<file path="src/rtl/naive_bus_arb_pkg.sv">
// Shared types and constants for the two-master naive_bus arbiter.
//   ADDR_W/DATA_W/BE_W : naive_bus field widths
//   ARB_RR/ARB_FIXED   : values of the arbiter ARB_MODE parameter
//   owner_t            : which master owns the read data returning this cycle
//   sel_t              : arbiter selection (which master drives the shared target)
package naive_bus_arb_pkg;

    localparam int unsigned ADDR_W = 32;
    localparam int unsigned DATA_W = 32;
    localparam int unsigned BE_W   = 4;

    localparam int unsigned ARB_RR    = 0;
    localparam int unsigned ARB_FIXED = 1;

    typedef enum logic [1:0] {
        OWN_NONE = 2'd0,
        OWN_M0   = 2'd1,
        OWN_M1   = 2'd2
    } owner_t;

    typedef enum logic {
        SEL_M0 = 1'b0,
        SEL_M1 = 1'b1
    } sel_t;

endpackage

</file>
<file path="src/rtl/naive_bus_arbiter2_if.sv">
// naive_bus: simple request/grant bus with independent read and write channels.
//   master modport : drives rd_req/rd_addr and wr_req/wr_addr/wr_data/wr_be,
//                    receives rd_gnt, wr_gnt and rd_data (one cycle after the read grant)
//   slave modport  : the mirror image
interface naive_bus;
    import naive_bus_arb_pkg::*;

    logic              rd_req;
    logic              rd_gnt;
    logic [ADDR_W-1:0] rd_addr;
    logic [DATA_W-1:0] rd_data;

    logic              wr_req;
    logic              wr_gnt;
    logic [ADDR_W-1:0] wr_addr;
    logic [DATA_W-1:0] wr_data;
    logic [BE_W-1:0]   wr_be;

    modport master (
        output rd_req, rd_addr, wr_req, wr_addr, wr_data, wr_be,
        input  rd_gnt, rd_data, wr_gnt
    );

    modport slave (
        input  rd_req, rd_addr, wr_req, wr_addr, wr_data, wr_be,
        output rd_gnt, rd_data, wr_gnt
    );

endinterface

</file>
<file path="src/rtl/naive_bus_arbiter2_rr_arb2.sv">
// rr_arb2: 2-way arbiter for one bus channel.
//   clk, rst_n : clock, synchronous active-low reset
//   req_i[1:0] : request from master 1 (bit 1) and master 0 (bit 0)
//   hs_i       : the selected request completed a handshake this cycle
//   mode_i     : 0 = round-robin, 1 = fixed priority (master 0 wins)
//   sel_o      : selected master (combinational)
//   oh_o[1:0]  : one-hot selected request, zero when nobody requests (combinational)
module rr_arb2
    import naive_bus_arb_pkg::*;
(
    input  logic       clk,
    input  logic       rst_n,
    input  logic [1:0] req_i,
    input  logic       hs_i,
    input  logic       mode_i,
    output sel_t       sel_o,
    output logic [1:0] oh_o
);

    sel_t last_q;
    sel_t last_d;

    // Selection: a lone requester always wins; on contention either m0 (fixed)
    // or the master that was not granted last (round-robin).
    always_comb begin
        sel_o = SEL_M0;
        case (req_i)
            2'b01:   sel_o = SEL_M0;
            2'b10:   sel_o = SEL_M1;
            2'b11:   sel_o = mode_i ? SEL_M0 : ((last_q == SEL_M0) ? SEL_M1 : SEL_M0);
            default: sel_o = SEL_M0;
        endcase
    end

    assign oh_o = req_i & ((sel_o == SEL_M1) ? 2'b10 : 2'b01);

    // Pointer moves only on a completed handshake; stalls keep the old owner.
    always_comb begin
        last_d = last_q;
        if (hs_i) begin
            last_d = sel_o;
        end
    end

    // Reset to M1 so that m0 wins the first contention.
    always_ff @(posedge clk) begin
        if (!rst_n) begin
            last_q <= SEL_M1;
        end else begin
            last_q <= last_d;
        end
    end

endmodule

</file>
<file path="src/rtl/naive_bus_arbiter2.sv">
// naive_bus_arbiter2: shares one naive_bus target between two masters.
//   ARB_MODE : ARB_RR (round-robin) or ARB_FIXED (m0 highest priority)
//   clk      : clock
//   rst_n    : synchronous active-low reset
//   m0       : requester 0 (instruction fetch), slave side
//   m1       : requester 1 (debug/loader), slave side
//   s        : shared target (ROM/RAM), master side
// Read and write channels are arbitrated independently and combinationally;
// read data returns one cycle after the read handshake and is steered to the
// master recorded in rd_owner_q.
module naive_bus_arbiter2
    import naive_bus_arb_pkg::*;
#(
    parameter int unsigned ARB_MODE = ARB_RR
) (
    input  logic      clk,
    input  logic      rst_n,
    naive_bus.slave   m0,
    naive_bus.slave   m1,
    naive_bus.master  s
);

    localparam logic MODE_FIXED = 1'(ARB_MODE == ARB_FIXED);

    sel_t       rd_sel;
    sel_t       wr_sel;
    logic [1:0] rd_oh;
    logic [1:0] wr_oh;
    logic       rd_any;
    logic       wr_any;
    logic       rd_hs;
    logic       wr_hs;

    owner_t     rd_owner_q;
    owner_t     rd_owner_d;

    // Per-channel arbiters, each with its own priority pointer.
    rr_arb2 u_rd_arb (
        .clk    (clk),
        .rst_n  (rst_n),
        .req_i  ({m1.rd_req, m0.rd_req}),
        .hs_i   (rd_hs),
        .mode_i (MODE_FIXED),
        .sel_o  (rd_sel),
        .oh_o   (rd_oh)
    );

    rr_arb2 u_wr_arb (
        .clk    (clk),
        .rst_n  (rst_n),
        .req_i  ({m1.wr_req, m0.wr_req}),
        .hs_i   (wr_hs),
        .mode_i (MODE_FIXED),
        .sel_o  (wr_sel),
        .oh_o   (wr_oh)
    );

    assign rd_any = |rd_oh;
    assign wr_any = |wr_oh;
    assign rd_hs  = rd_any & s.rd_gnt;
    assign wr_hs  = wr_any & s.wr_gnt;

    // Target side: only the selected master's fields pass; all-zero when idle.
    assign s.rd_req  = rd_any;
    assign s.rd_addr = rd_any ? ((rd_sel == SEL_M1) ? m1.rd_addr : m0.rd_addr) : '0;

    assign s.wr_req  = wr_any;
    assign s.wr_addr = wr_any ? ((wr_sel == SEL_M1) ? m1.wr_addr : m0.wr_addr) : '0;
    assign s.wr_data = wr_any ? ((wr_sel == SEL_M1) ? m1.wr_data : m0.wr_data) : '0;
    assign s.wr_be   = wr_any ? ((wr_sel == SEL_M1) ? m1.wr_be   : m0.wr_be)   : '0;

    // Grants reach only the selected, requesting master.
    assign m0.rd_gnt = s.rd_gnt & rd_oh[0];
    assign m1.rd_gnt = s.rd_gnt & rd_oh[1];
    assign m0.wr_gnt = s.wr_gnt & wr_oh[0];
    assign m1.wr_gnt = s.wr_gnt & wr_oh[1];

    // Owner of next cycle's read data; cleared whenever no read handshake.
    always_comb begin
        rd_owner_d = OWN_NONE;
        if (rd_hs) begin
            rd_owner_d = (rd_sel == SEL_M1) ? OWN_M1 : OWN_M0;
        end
    end

    always_ff @(posedge clk) begin
        if (!rst_n) begin
            rd_owner_q <= OWN_NONE;
        end else begin
            rd_owner_q <= rd_owner_d;
        end
    end

    assign m0.rd_data = (rd_owner_q == OWN_M0) ? s.rd_data : '0;
    assign m1.rd_data = (rd_owner_q == OWN_M1) ? s.rd_data : '0;

endmodule

</file>
<file path="src/flat_wrapper.sv">
// flat-port wrapper written by rule: the top's interface ports become plain ports
module naive_bus_arbiter2_flat import naive_bus_arb_pkg::*;
#(
    parameter int unsigned ARB_MODE = ARB_RR
)
  (clk, rst_n, m0_rd_req, m0_rd_addr, m0_wr_req, m0_wr_addr, m0_wr_data, m0_wr_be, m0_rd_gnt, m0_rd_data, m0_wr_gnt, m1_rd_req, m1_rd_addr, m1_wr_req, m1_wr_addr, m1_wr_data, m1_wr_be, m1_rd_gnt, m1_rd_data, m1_wr_gnt, s_rd_req, s_rd_addr, s_wr_req, s_wr_addr, s_wr_data, s_wr_be, s_rd_gnt, s_rd_data, s_wr_gnt);
  naive_bus m0_i ();
  naive_bus m1_i ();
  naive_bus s_i ();
  input  logic clk;
  input  logic rst_n;
  input wire logic [$bits(m0_i.rd_req)-1:0] m0_rd_req;
  input wire logic [$bits(m0_i.rd_addr)-1:0] m0_rd_addr;
  input wire logic [$bits(m0_i.wr_req)-1:0] m0_wr_req;
  input wire logic [$bits(m0_i.wr_addr)-1:0] m0_wr_addr;
  input wire logic [$bits(m0_i.wr_data)-1:0] m0_wr_data;
  input wire logic [$bits(m0_i.wr_be)-1:0] m0_wr_be;
  output wire logic [$bits(m0_i.rd_gnt)-1:0] m0_rd_gnt;
  output wire logic [$bits(m0_i.rd_data)-1:0] m0_rd_data;
  output wire logic [$bits(m0_i.wr_gnt)-1:0] m0_wr_gnt;
  input wire logic [$bits(m1_i.rd_req)-1:0] m1_rd_req;
  input wire logic [$bits(m1_i.rd_addr)-1:0] m1_rd_addr;
  input wire logic [$bits(m1_i.wr_req)-1:0] m1_wr_req;
  input wire logic [$bits(m1_i.wr_addr)-1:0] m1_wr_addr;
  input wire logic [$bits(m1_i.wr_data)-1:0] m1_wr_data;
  input wire logic [$bits(m1_i.wr_be)-1:0] m1_wr_be;
  output wire logic [$bits(m1_i.rd_gnt)-1:0] m1_rd_gnt;
  output wire logic [$bits(m1_i.rd_data)-1:0] m1_rd_data;
  output wire logic [$bits(m1_i.wr_gnt)-1:0] m1_wr_gnt;
  output wire logic [$bits(s_i.rd_req)-1:0] s_rd_req;
  output wire logic [$bits(s_i.rd_addr)-1:0] s_rd_addr;
  output wire logic [$bits(s_i.wr_req)-1:0] s_wr_req;
  output wire logic [$bits(s_i.wr_addr)-1:0] s_wr_addr;
  output wire logic [$bits(s_i.wr_data)-1:0] s_wr_data;
  output wire logic [$bits(s_i.wr_be)-1:0] s_wr_be;
  input wire logic [$bits(s_i.rd_gnt)-1:0] s_rd_gnt;
  input wire logic [$bits(s_i.rd_data)-1:0] s_rd_data;
  input wire logic [$bits(s_i.wr_gnt)-1:0] s_wr_gnt;
  assign m0_i.rd_req = m0_rd_req;
  assign m0_i.rd_addr = m0_rd_addr;
  assign m0_i.wr_req = m0_wr_req;
  assign m0_i.wr_addr = m0_wr_addr;
  assign m0_i.wr_data = m0_wr_data;
  assign m0_i.wr_be = m0_wr_be;
  assign m0_rd_gnt = m0_i.rd_gnt;
  assign m0_rd_data = m0_i.rd_data;
  assign m0_wr_gnt = m0_i.wr_gnt;
  assign m1_i.rd_req = m1_rd_req;
  assign m1_i.rd_addr = m1_rd_addr;
  assign m1_i.wr_req = m1_wr_req;
  assign m1_i.wr_addr = m1_wr_addr;
  assign m1_i.wr_data = m1_wr_data;
  assign m1_i.wr_be = m1_wr_be;
  assign m1_rd_gnt = m1_i.rd_gnt;
  assign m1_rd_data = m1_i.rd_data;
  assign m1_wr_gnt = m1_i.wr_gnt;
  assign s_rd_req = s_i.rd_req;
  assign s_rd_addr = s_i.rd_addr;
  assign s_wr_req = s_i.wr_req;
  assign s_wr_addr = s_i.wr_addr;
  assign s_wr_data = s_i.wr_data;
  assign s_wr_be = s_i.wr_be;
  assign s_i.rd_gnt = s_rd_gnt;
  assign s_i.rd_data = s_rd_data;
  assign s_i.wr_gnt = s_wr_gnt;
  naive_bus_arbiter2 #(.ARB_MODE(ARB_MODE)) u_core (.clk(clk), .rst_n(rst_n), .m0(m0_i), .m1(m1_i), .s(s_i));
endmodule
</file>
<file path="config.mk">
export PLATFORM = sky130hd
export DESIGN_NAME = naive_bus_arbiter2_flat
export DESIGN_NICKNAME = d
export VERILOG_FILES = /design/src/rtl/naive_bus_arb_pkg.sv /design/src/rtl/naive_bus_arbiter2_if.sv /design/src/rtl/naive_bus_arbiter2_rr_arb2.sv /design/src/rtl/naive_bus_arbiter2.sv /design/src/flat_wrapper.sv
export SDC_FILE = /design/constraint.sdc
export NUM_CORES = 1
export LEC_CHECK = 0
export BUFFER_PORTS_ARGS = -buffer_cell sky130_fd_sc_hd__buf_2
export CAP_MARGIN = 30
export CORE_AREA = 4 4 159 161
export CTS_CLUSTER_SIZE = 8
export DETAILED_ROUTE_END_ITERATION = 8
export DIE_AREA = 0 0 163 165
export PLACE_DENSITY = 0.39
export SLEW_MARGIN = 20
export SYNTH_ARGS = -nofsm -noshare
export SYNTH_HDL_FRONTEND = slang
export SYNTH_SLANG_ARGS = --single-unit
</file>
<file path="constraint.sdc">
create_clock -name clk -period 1.2 [get_ports clk]
set_clock_uncertainty 0.15 [all_clocks]
set_input_delay 0.06 -clock clk [delete_from_list [all_inputs] [get_ports clk]]
set_output_delay 0.06 -clock clk [all_outputs]
set_load 0.01 [all_outputs]
</file>
==> impl_metrics.json <==
{
  "ys_seq_area_frac": 0.04414,
  "fin_nets": 891,
  "cts_buffers": 3,
  "cts_max_level": 1,
  "core_sq_um": 23960,
  "end_kind": "primary output",
  "n_antenna_cell": 0,
  "cts_sinks": 4,
  "max_slew.worst_pin.slew_ps": 272.5,
  "max_stage_delay_ps": 350,
  "rr_worst_depth": 4,
  "grt_max_degree": 51,
  "critical_path_peak_fanout": 26,
  "r2r-end": "u_core.u_rd_arb.last_q$_SDFFE_PN1P_",
  "clk_pin_slew_ps": 40,
  "cp.required_ps": 990,
  "path_cells": "nand2b_4 -> buf_12 -> a32o_2 -> buf_6",
  "yosys_warnings": 0,
  "syn_avg_cell_area_sq_um": 7.922,
  "die_h_microns": 165,
  "areaGrowthSynthToFinish_pct": 231.9,
  "hold_viol_final": 0,
  "core.rowCount": 57,
  "drt_iter0_markers": 126,
  "cts_root_buffer": "clkbuf_16",
  "rsz0062_at_grt": "true",
  "syn_inst": 229,
  "initial_utilization": 0.07571,
  "status": "finished with violations",
  "finalWorstSetupSlack_ps": -387.1,
  "powerDensity_nw_per_um2": 490.2,
  "yosys.area.top_type": "a32o_1",
  "finalMaxSlewViolations": 0,
  "synth_top_cells_by_area": "a32o_1 55%, and2_1 22%, buf_2 5.5%, dfxtp_1 4.4%, clkbuf_1 3.3%",
  "crit_arrival_ps": 1380,
  "routedWlPerCell_microns": 17.72,
  "final_cell_mix": "283 x buf_2, 137 x buf_6, 67 x a32o_2",
  "ant_nets": 0,
  "min-delay-start": "m0_rd_req",
  "hold_path_class": "in -> reg",
  "ys_ff_latch": 4,
  "leakage_nw": 3.251,
  "wirelength_microns": 17250,
  "port_buffers": 409,
  "stdcell_area_sq_um": 6021,
  "gp_congestion": 0.8118,
  "synth_area_sq_um": 1814,
  "place_area_sq_um": 4474,
  "grt_usage": 0.1062,
  "max_freq_mhz": 630.1,
  "dr.pass1.iters": 4,
  "viasPerCell": 3.983,
  "drc": 0,
  "grt_pass1_vias": 3854,
  "synth_cell_types": 17,
  "crit_type": "reg -> out",
  "cts_buffer_depth": 2,
  "r2r_start": "u_core.u_rd_arb.last_q$_SDFFE_PN1P_",
  "vias": 3875,
  "grt_pass1_wl_microns": 22250,
  "cts_tree": "done",
  "clock_latency_ps": 220,
  "fin_setup_tns_ps": -54990,
  "slew_headroom": 0.8179,
  "grt_overflow": 0,
  "syn_nets": 469,
  "fin_crit_ps": 1587,
  "grt_antenna_before_repair": 0,
  "layout_commonest_cell": "buf_2",
  "power_mw": 2.951,
  "violations": "setup timing",
  "worst_setup_path_start_kind": "flop",
  "dieArea_sq_um": 26900,
  "synth_top_cell_area_share": 0.5517,
  "drive_gt1_frac": 0.9322,
  "pre_cts_ws_ps": -190.9,
  "whs_path_depth": 2,
  "maxCapViolCount": 0,
  "dpl.hpwl_microns": 12460,
  "die_x_microns": 163,
  "hold_path_end": "u_core.rd_owner_q[0]$_SDFF_PN0_",
  "timing.hold.ws_ps": 21.41,
  "vdd_drop_max_mv": 0.3685,
  "crit_path_top_delay_cell": "dfxtp_4",
  "rrSetupSlack_ps": 130,
  "boundaryPins": 410,
  "setup_viol_count_final": 168,
  "min_period_over_period": 1.323
}
==> where the power goes <==
group	total (mW)	leakage, nW	switching, mW	internal [mW]
sequential	0.150	0.0338	0.00921	0.141
clock	0.542	0.0370	0.114	0.428
combinational	2.26	3.18	0.920	1.34
total	2.95	3.25	1.04	1.91
==> layer usage <==
layer	vias up	wire, microns	part of all wire	GRT usage
li1	1811	-	-	-
met1	1828	6358	0.37	0.1211
met2	224	9333	0.54	0.2013
met3	12	1288	0.075	0.02171
met4	0	265	0.015	0.02631
met5	-	0	0	0
==> cells by family after synthesis <==
logic type             after synthesis  share of synthesized area
buffers and inverters               40                     0.1090
and+or+nand+nor                     79                     0.2738
DFF                                  4                    0.04414
AOI/OAI and AO/OA                  106                     0.5731
==> critical path, delay by kind of cell (launching register included) <==
family | cells | cell delay (ps)
DFF | 1 | 350
buffers and inverters | 2 | 300
AOI/OAI and AO/OA | 1 | 290
and+or+nand+nor | 1 | 190
==> state kept, by name (all words and copies together) (netlist names) <==
signal                  cells
u_core.u_rd_arb.last_q      1
u_core.rd_owner_q           2
u_core.u_wr_arb.last_q      1
==> Yosys cell counts <==
| library cell | count |
|---|---|
| a21oi_1 | 2 |
| nor2b_1 | 2 |
| dfxtp_1 | 4 |
| and3_1 | 5 |
| nand2b_1 | 2 |
| buf_4 | 2 |
| or2_2 | 2 |
| nand2_1 | 1 |
| buf_2 | 20 |
| a21boi_1 | 1 |
| buf_6 | 2 |
| and2_1 | 65 |
| a21boi_2 | 1 |
| clkbuf_1 | 16 |
| a32o_1 | 100 |
| o21ai_0 | 2 |
| and4_1 | 2 |
==> stage by stage <==
| step | cells | util |
|---|---|---|
| final | 973 | 0.2513 |
| after global routing | 973 | 0.2513 |
| after CTS | 971 | 0.2319 |
| after detailed placement | 947 | 0.1867 |
| after global placement | 947 | 0.1867 |
| after floorplan | 229 | - |
==> worst max path at each step <==
stage | from | endpoint | depth (start not counted)
detailed placement | u_core.u_wr_arb.last_q$_SDFFE_PN1P_ | s_wr_addr[4] | 4
CTS | u_core.u_wr_arb.last_q$_SDFFE_PN1P_ | s_wr_addr[4] | 4
global route | u_core.u_rd_arb.last_q$_SDFFE_PN1P_ | s_rd_addr[9] | 4
finish | u_core.u_wr_arb.last_q$_SDFFE_PN1P_ | s_wr_addr[4] | 4
floorplan | u_core.u_wr_arb.last_q$_SDFFE_PN1P_ | s_wr_addr[22] | 5
global placement | u_core.u_wr_arb.last_q$_SDFFE_PN1P_ | s_wr_addr[4] | 4
==> area by class of cell <==
cell class,instances,area [sq um]
clock buffer,3,75.07
fill,2575,17940
multi-input combinational,186,1853
sequential,4,90.09
tap,324,405.4
timing repair buffer,456,3597
==> repair_timing <==
action / 4_1_cts / 5_1_grt
hold buffers: 1 / 0
resized for setup: 133 / 108
hold endpoints to repair: 2 / 0
buffers inserted: 13 / 4
pin swaps: 41 / 42
cloned: 9 / 4
setup endpoints to repair: 168 / 168
(Power assumes the default switching activity.)
